[config.mk]
export PLATFORM = sky130hd
export DESIGN_NAME = seq_mag_comp
export DESIGN_NICKNAME = d
export VERILOG_FILES = /design/src/rtl/comp_pkg.sv /design/src/rtl/chunk_comp.sv /design/src/rtl/seq_mag_comp.sv
export SDC_FILE = /design/constraint.sdc
export NUM_CORES = 1
export LEC_CHECK = 0
export ABC_AREA = 1
export CAP_MARGIN = 20
export CORE_ASPECT_RATIO = 1.75
export CORE_MARGIN = 10
export CORE_UTILIZATION = 47
export CTS_BUF_LIST = sky130_fd_sc_hd__clkbuf_8
export CTS_CLUSTER_DIAMETER = 120
export CTS_CLUSTER_SIZE = 16
export DETAILED_ROUTE_END_ITERATION = 8
export PLACE_DENSITY = 0.77
export SETUP_SLACK_MARGIN = 0.05
export SLEW_MARGIN = 20
export SYNTH_ARGS = -nofsm -noshare
export SYNTH_HDL_FRONTEND = slang
export SYNTH_HIERARCHICAL = 1
export SYNTH_SLANG_ARGS = --single-unit
[constraint.sdc]
create_clock -name clk -period 1.8 [get_ports clk]
set_input_delay 0.36 -clock clk [delete_from_list [all_inputs] [get_ports clk]]
set_output_delay 0.36 -clock clk [all_outputs]
set_load 0.05 [all_outputs]
[src/rtl/comp_pkg.sv]
// Shared types and defaults for the chunk-serial magnitude comparator.
package comp_pkg;

  localparam int DEF_WIDTH = 16;
  localparam int DEF_CHUNK = 4;

  typedef enum logic [0:0] {
    ST_IDLE    = 1'b0,
    ST_COMPARE = 1'b1
  } state_e;

  function automatic int idx_width(input int nchunk);
    idx_width = (nchunk > 1) ? $clog2(nchunk) : 1;
  endfunction

endpackage

[src/rtl/chunk_comp.sv]
// Combinational compare of one CHUNK-bit slice.
module chunk_comp
  import comp_pkg::*;
#(
  parameter int CHUNK = DEF_CHUNK
) (
  input  logic [CHUNK-1:0] a_i,
  input  logic [CHUNK-1:0] b_i,
  output logic             lt_o,
  output logic             gt_o,
  output logic             eq_o
);

  assign lt_o = (a_i < b_i);
  assign gt_o = (a_i > b_i);
  assign eq_o = (a_i == b_i);

endmodule

[src/rtl/seq_mag_comp.sv]
// Sequential magnitude comparator: walks operands one chunk per cycle,
// MSB chunk first, and stops at the first differing chunk.
module seq_mag_comp
  import comp_pkg::*;
#(
  parameter int WIDTH = DEF_WIDTH,
  parameter int CHUNK = DEF_CHUNK
) (
  input  logic             clk,
  input  logic             rst,
  input  logic             start,
  input  logic [WIDTH-1:0] a,
  input  logic [WIDTH-1:0] b,
  input  logic             signed_mode,
  output logic             busy,
  output logic             done,
  output logic             lt,
  output logic             gt,
  output logic             eq
);

  localparam int NCHUNK = WIDTH / CHUNK;
  localparam int IDXW   = idx_width(NCHUNK);
  localparam logic [IDXW-1:0]  LAST_IDX = IDXW'(NCHUNK - 1);
  localparam logic [WIDTH-1:0] MSB_MASK = WIDTH'(1) << (WIDTH - 1);

  state_e           state_q;
  logic [IDXW-1:0]  idx_q;
  logic [WIDTH-1:0] a_q;
  logic [WIDTH-1:0] b_q;
  logic             busy_q;
  logic             done_q;
  logic             lt_q;
  logic             gt_q;
  logic             eq_q;

  logic [CHUNK-1:0] a_chunks_s [NCHUNK];
  logic [CHUNK-1:0] b_chunks_s [NCHUNK];
  logic             c_lt_s;
  logic             c_gt_s;
  logic             c_eq_s;

  // Chunk 0 is the most significant slice of each operand.
  for (genvar g = 0; g < NCHUNK; g++) begin : g_slice
    assign a_chunks_s[g] = a_q[WIDTH-1-g*CHUNK -: CHUNK];
    assign b_chunks_s[g] = b_q[WIDTH-1-g*CHUNK -: CHUNK];
  end

  chunk_comp #(
    .CHUNK (CHUNK)
  ) u_chunk_comp (
    .a_i  (a_chunks_s[idx_q]),
    .b_i  (b_chunks_s[idx_q]),
    .lt_o (c_lt_s),
    .gt_o (c_gt_s),
    .eq_o (c_eq_s)
  );

  // Flipping both sign bits at capture turns a signed compare into an unsigned one.
  always_ff @(posedge clk) begin
    if (rst) begin
      state_q <= ST_IDLE;
      idx_q   <= '0;
      a_q     <= '0;
      b_q     <= '0;
      busy_q  <= 1'b0;
      done_q  <= 1'b0;
      lt_q    <= 1'b0;
      gt_q    <= 1'b0;
      eq_q    <= 1'b0;
    end else begin
      done_q <= 1'b0;
      case (state_q)
        ST_IDLE: begin
          if (start) begin
            a_q     <= a ^ (signed_mode ? MSB_MASK : '0);
            b_q     <= b ^ (signed_mode ? MSB_MASK : '0);
            idx_q   <= '0;
            busy_q  <= 1'b1;
            state_q <= ST_COMPARE;
          end else begin
            busy_q  <= 1'b0;
          end
        end
        ST_COMPARE: begin
          if (!c_eq_s) begin
            lt_q    <= c_lt_s;
            gt_q    <= c_gt_s;
            eq_q    <= 1'b0;
            done_q  <= 1'b1;
            busy_q  <= 1'b0;
            idx_q   <= '0;
            state_q <= ST_IDLE;
          end else if (idx_q == LAST_IDX) begin
            lt_q    <= 1'b0;
            gt_q    <= 1'b0;
            eq_q    <= 1'b1;
            done_q  <= 1'b1;
            busy_q  <= 1'b0;
            idx_q   <= '0;
            state_q <= ST_IDLE;
          end else begin
            idx_q   <= idx_q + 1'b1;
          end
        end
        default: begin
          busy_q  <= 1'b0;
          idx_q   <= '0;
          state_q <= ST_IDLE;
        end
      endcase
    end
  end

  assign busy = busy_q;
  assign done = done_q;
  assign lt   = lt_q;
  assign gt   = gt_q;
  assign eq   = eq_q;

endmodule
Word-level counts from Yosys, hierarchy flattened --
Cells that the tools add are included.
Word-level totals: flip-flop bits (word level) 40, memories kept 0, bits in latches 0, bits in read-only memories 0, input bits 36, RAM bits 0
Operators by class: add/sub/neg operators 1, bitwise logic cells 4, div/mod/pow operators 0, equality and inequality tests 5, reduce and logical (&&, ||, !) cells 3, magnitude comparators 3, shift operators 0, multiply operators 0, mux-type cells 24
Operators by type and width (number):
- $xor 16x16->16 | 2
- $bmux 4 s2 | 2
- $mux 16 | 1
- $mux 4 | 4
- $mux 1 | 11
- $mux 2 | 3
- $eq 4x4->1 | 1
- $gt 4x4->1 | 1
- $lt 4x4->1 | 1
- $pmux 1 s2 | 2
- $pmux 2 s2 | 1
- $reduce_and 2->1 | 2
- $ge 3x3->1 const B | 1
- $ne 3x2->1 const B | 1
- $not 2->3 | 1
- $add 2x1->2 const B | 1
- $eq 2x2->1 const B | 1
- $ne 2x1->1 const B | 1
- $ne 2x2->1 const B | 1
- $reduce_or 2->1 | 1
- $not 1->1 | 1

Depth between registers and ports, before layout --
depth in word-level cells 7, mapped depth 15, depth with buffers taken out 14

Hierarchy --
Netlist, hierarchy kept.
Modules (own cells, without submodules):
- seq_mag_comp | times used 1, area an instance 1858.0 um2, sequential area each 800.8 um2, cells each 267
- chunk_comp | times used 1, area an instance 115.1 um2, sequential area each 0.0 um2, cells each 20

Worst setup path after synthesis --
OpenSTA, ideal clock, no wires.
path type flip-flop to flip-flop, start register idx_q[0], end register busy_q, in the netlist busy, library setup time 0.064 ns, buffers on the path 2, arrival 1.800 ns, required time 1.736 ns, path slack -0.064 ns, stages on the path, launching flop included 15, period minus slack after synthesis 1.864 ns, cells stage by stage dfxtp_1 > buf_2 > buf_2 > nand2_1 > o21ai_0 > nand2_1 > nand2_1 > inv_1 > ha_1 > nand2_1 > nor2_1 > nand2_1 > nand2_1 > nand2_1 > nor2_1
On the way: longest elaborated chain between the ends 7, elaborated cells on any way between the ends 12, classes of those cells eq/ne (3); mux (8); bitwise (1)
RTL lines:
- from (decl) | line seq_mag_comp.sv:28 | logic [IDXW-1:0] idx_q;
- from (signal assigned) | line seq_mag_comp.sv:103 | idx_q <= idx_q + 1'b1;
- $not 2->3 (implied by the code) * | line seq_mag_comp.sv:52, seq_mag_comp.sv:53
- $bmux 4 s2, on equally long branches | line seq_mag_comp.sv:52, seq_mag_comp.sv:53
- $mux 4, on equally long branches (2 in a row) | line seq_mag_comp.sv:52, seq_mag_comp.sv:53
- $eq 4x4->1 * | line chunk_comp.sv:16 | assign eq_o = (a_i == b_i);
- net c_eq_s | line seq_mag_comp.sv:41 | logic c_eq_s;
- $mux 1 | line seq_mag_comp.sv:86 | if (!c_eq_s) begin
- $pmux 1 s2 | line seq_mag_comp.sv:73 | case (state_q)
- to (signal assigned) | line seq_mag_comp.sv:79 | busy_q <= 1'b1;
- to (signal assigned) | line seq_mag_comp.sv:82 | busy_q <= 1'b0;
- to (signal assigned) | line seq_mag_comp.sv:91 | busy_q <= 1'b0;
- to (decl) | line seq_mag_comp.sv:31 | logic busy_q;
The timed path passes the listed nets; every way through them passes the cells marked *. The select of a mux whose other input is x is not followed. A chain may end at the register's enable or synchronous reset.

Worst setup path in the final report --
start register idx_q[0], end register eq_q, in the netlist eq
On the way: longest elaborated chain between the ends 7, elaborated cells on any way between the ends 12, classes of those cells eq/ne (3); mux (7); bitwise (1); reduce/logical (1)
RTL lines:
- $not 2->3 (implied by the code) * | line seq_mag_comp.sv:52, seq_mag_comp.sv:53
- $bmux 4 s2, on equally long branches | line seq_mag_comp.sv:52, seq_mag_comp.sv:53
- $mux 4, on equally long branches (2 in a row) | line seq_mag_comp.sv:52, seq_mag_comp.sv:53
- $eq 4x4->1 * | line chunk_comp.sv:16
- net c_eq_s | line seq_mag_comp.sv:41
- $ne 2x1->1 (no line)
- $reduce_and 2->1 (no line)
- to (signal assigned) | line seq_mag_comp.sv:70 | eq_q <= 1'b0;
- to (signal assigned) | line seq_mag_comp.sv:89 | eq_q <= 1'b0;
- to (signal assigned) | line seq_mag_comp.sv:97 | eq_q <= 1'b1;
- to (decl) | line seq_mag_comp.sv:35 | logic eq_q;
Marks and branches as above.

==> impl_metrics.py <==
metrics = {
    "critical_path": {
        "r2r_end": "eq",
        "critPathCapture": "eq",
        "crit_required_ns": 1.99,
        "worstSetupEndpointType": "register",
        "path_max_fanout": 6,
        "worstPathArrival_ns": 2.09,
        "r2r_slack_ns": -0.10,
        "r2r-start": "idx_q[0]",
        "worstSetupPathType": "register to register",
        "start_kind": "register",
        "crit_start": "idx_q[0]",
        "rr_worst_depth": 10,
    },
    "route": {
        "wl_met3_um": 177,
        "wl_met2_um": 2677,
        "post-route-drc-count": 0,
        "wire_per_inst_um": 12.60,
        "ant_nets": 0,
        "top_layer_used": "met4",
        "via_count": 1904,
        "drt_iter0_drc": 65,
        "wl_met1_um": 1750,
        "routed_wl_um": 4787,
        "dr.pass1.iters": 4,
        "viasPerCell": 5.011,
    },
    "timing": {
        "finalHoldViolCount": 0,
        "fmax_mhz": 526.0,
        "setup_viol": 8,
        "max_slew.worst_pin.slew_ns": 0.4305,
        "finalCriticalPeriod_ns": 1.901,
        "fin_skew_ns": 0.005913,
        "setup_slack_ns": -0.1012,
        "slew_headroom_pct": 71.00,
        "rsz0062_at_grt": "yes",
        "post-route-period-util_pct": 105.6,
        "drv_slew": 0,
    },
    "placement": {
        "place.gp.congestion": 0.9457,
        "dp_hpwl_um": 3444,
        "port-buffer-count": 40,
        "placed_area_um2": 2421,
        "place_inst": 370,
    },
    "clock_network": {
        "cts.sinks": 40,
        "cts_tree": "done",
        "path_clk_slew_ns": 0.07,
        "h-tree-depth": 2,
        "ctsHoldBuffers": 0,
        "worst_skew_pair.late_latency_ns": 0.29,
        "root_buffer": "clkbuf_8",
        "cts_buffers": 5,
        "cts.path.max_buffers": 2,
    },
    "finish": {
        "most-common-layout-cells": "nor2_1 (73), nand2_1 (61), dfxtp_1 (39)",
        "ff_latch_area_um2": 804.5,
        "nFillCells": 386,
        "multi_input_area_um2": 1074,
        "drive_above_1_share_pct": 14.50,
        "layout_commonest_cell": "nor2_1",
        "nets": 372,
        "syn2layout_area_growth_pct": 35.83,
        "instances_no_fill": 380,
        "antenna_cells": 0,
        "final_util_pct": 65.19,
        "final_area_um2": 2680,
    },
    "floorplanning": {
        "die_w_um": 68.98,
        "rows": 31,
        "initial_core_util_pct": 47.99,
        "die_area_um2": 7292,
        "fp.dieH_um": 105.7,
        "core_area_um2": 4111,
        "io_pins": 41,
    },
    "logic_synthesis": {
        "syn_area_um2": 1973,
        "synthTopCellsByArea": "dfxtp_1 (41%), nor2_1 (14%), nand2_1 (14%)",
        "syn_inst": 287,
        "yosys.area.top_type": "dfxtp_1",
        "synth_area_per_cell_um2": 6.875,
        "ys_ff_latch": 40,
        "yosys_warnings": 6,
        "synth.distinct_cells": 20,
        "seq_area_frac_synth_pct": 40.58,
        "syn_nets": 328,
        "synth_top_area_share_pct": 40.58,
    },
    "outcome": {
        "outcome": "finished with violations",
        "violations": "negative setup slack",
    },
    "global_routing": {
        "grt_pass1_vias": 1878,
        "globalRouteTotalUtil_pct": 13.60,
        "antenna_found_initial": 0,
        "grt-ovfl-total": 0,
        "grt_pass1_wl_um": 7921,
        "grt_start_max_net_pins": 31,
    },
    "power_and_ir_drop": {
        "power_w": 0.002552,
        "irDropWorstVdd_mv": 0.7370,
        "p_leak_nw": 1.236,
        "power_density_nw_per_um2": 952.1,
    },
    "min_path": {
        "min_path_cells": 2,
        "hp-class": "register to register",
        "worstHoldStart": "eq",
    },
    "flow_run": {
        "cap_violations": 0,
    },
}
[power breakdown]
part / internal (W) / switching, W / total, W
Clock: 0.000341 / 0.000286 / 0.000626
Sequential: 0.000985 / 0.0000699 / 0.00106
Combinational: 0.000397 / 0.000474 / 0.000870
[cell families after synthesis]
family                   share of synthesized area, %
AND/OR/NAND/NOR                                 31.58
buffers and inverters                           9.701
flip-flops                                      40.58
AO/OA/AOI/OAI                                   14.97
adder cells (fa/ha/maj)                         3.171
[layout make-up]
type | count | area share, %
Sequential cell | 40 | 30.02
Tap cell | 49 | 2.288
Multi-Input combinational cell | 207 | 40.06
Clock buffer | 7 | 3.595
Timing Repair Buffer | 50 | 20.07
Inverter | 27 | 3.968
[synthesized netlist by cell type (all sizes together)]
cell type,n
ha,5
nand2,73
dfxtp,40
nor2,78
nand3,3
clkbuf,4
nor3,1
inv,26
clkinv,1
a21oi,4
buf,9
o21bai,30
and2,1
o21ai,10
nand4,2
[layer usage]
metal / vias to the layer above / global-route usage (%)
met1: 877 / 12.62
met4: 0 / 6.374
met5: - / 0
met2: 42 / 26.05
met3: 13 / 2.439
li1: 972 / -
[per-stage QoR]
| stage | setup TNS, ns | worst slack [ns] | hold slack [ns] |
|---|---|---|---|
| finish | -0.5098 | -0.1012 | 0.4549 |
| global route | -1.257 | -0.1969 | 0.4808 |
| CTS | 0 | 0.04494 | 0.4598 |
| detailed placement | -0.05474 | -0.05474 | 0.4489 |
| global placement | 0 | 0.003079 | 0.4397 |
| floorplan | 0 | 0.05518 | 0.4540 |
[flip-flops by register name (all words and copies together), names as in the netlist]
signal	cells
done	1
idx_q	2
state_q	1
busy	1
gt	1
lt	1
a_chunks_s	16
eq	1
b_chunks_s	16
[timing repair]
action                                  CTS  global route
gates resized for setup                  11            19
endpoints found under the hold margin     0             0
buffers inserted                          0             1
endpoints found under the setup margin    7             8
gates cloned                              0             2
pin swaps                                 1            12
[worst min path at each step]
stage               endpoint  slack [ns]
6_report                  eq        0.45
5_1_grt                   eq        0.48
4_1_cts                   eq        0.46
3_5_place_dp              eq        0.45
3_3_place_gp              eq        0.44
2_1_floorplan  a_chunks_s[8]        0.45
[worst max-delay path, stage by stage (launching register included)]
cell	delay, ns
dfxtp_4	0.39
clkbuf_16	0.17
nand2_1	0.06
nand2_1	0.05
o21ai_0	0.37
ha_4	0.28
nand2_4	0.07
nor2_4	0.05
buf_4	0.13
o21ai_0	0.17
a21oi_1	0.05
Power figures use the tool's default switching activity.
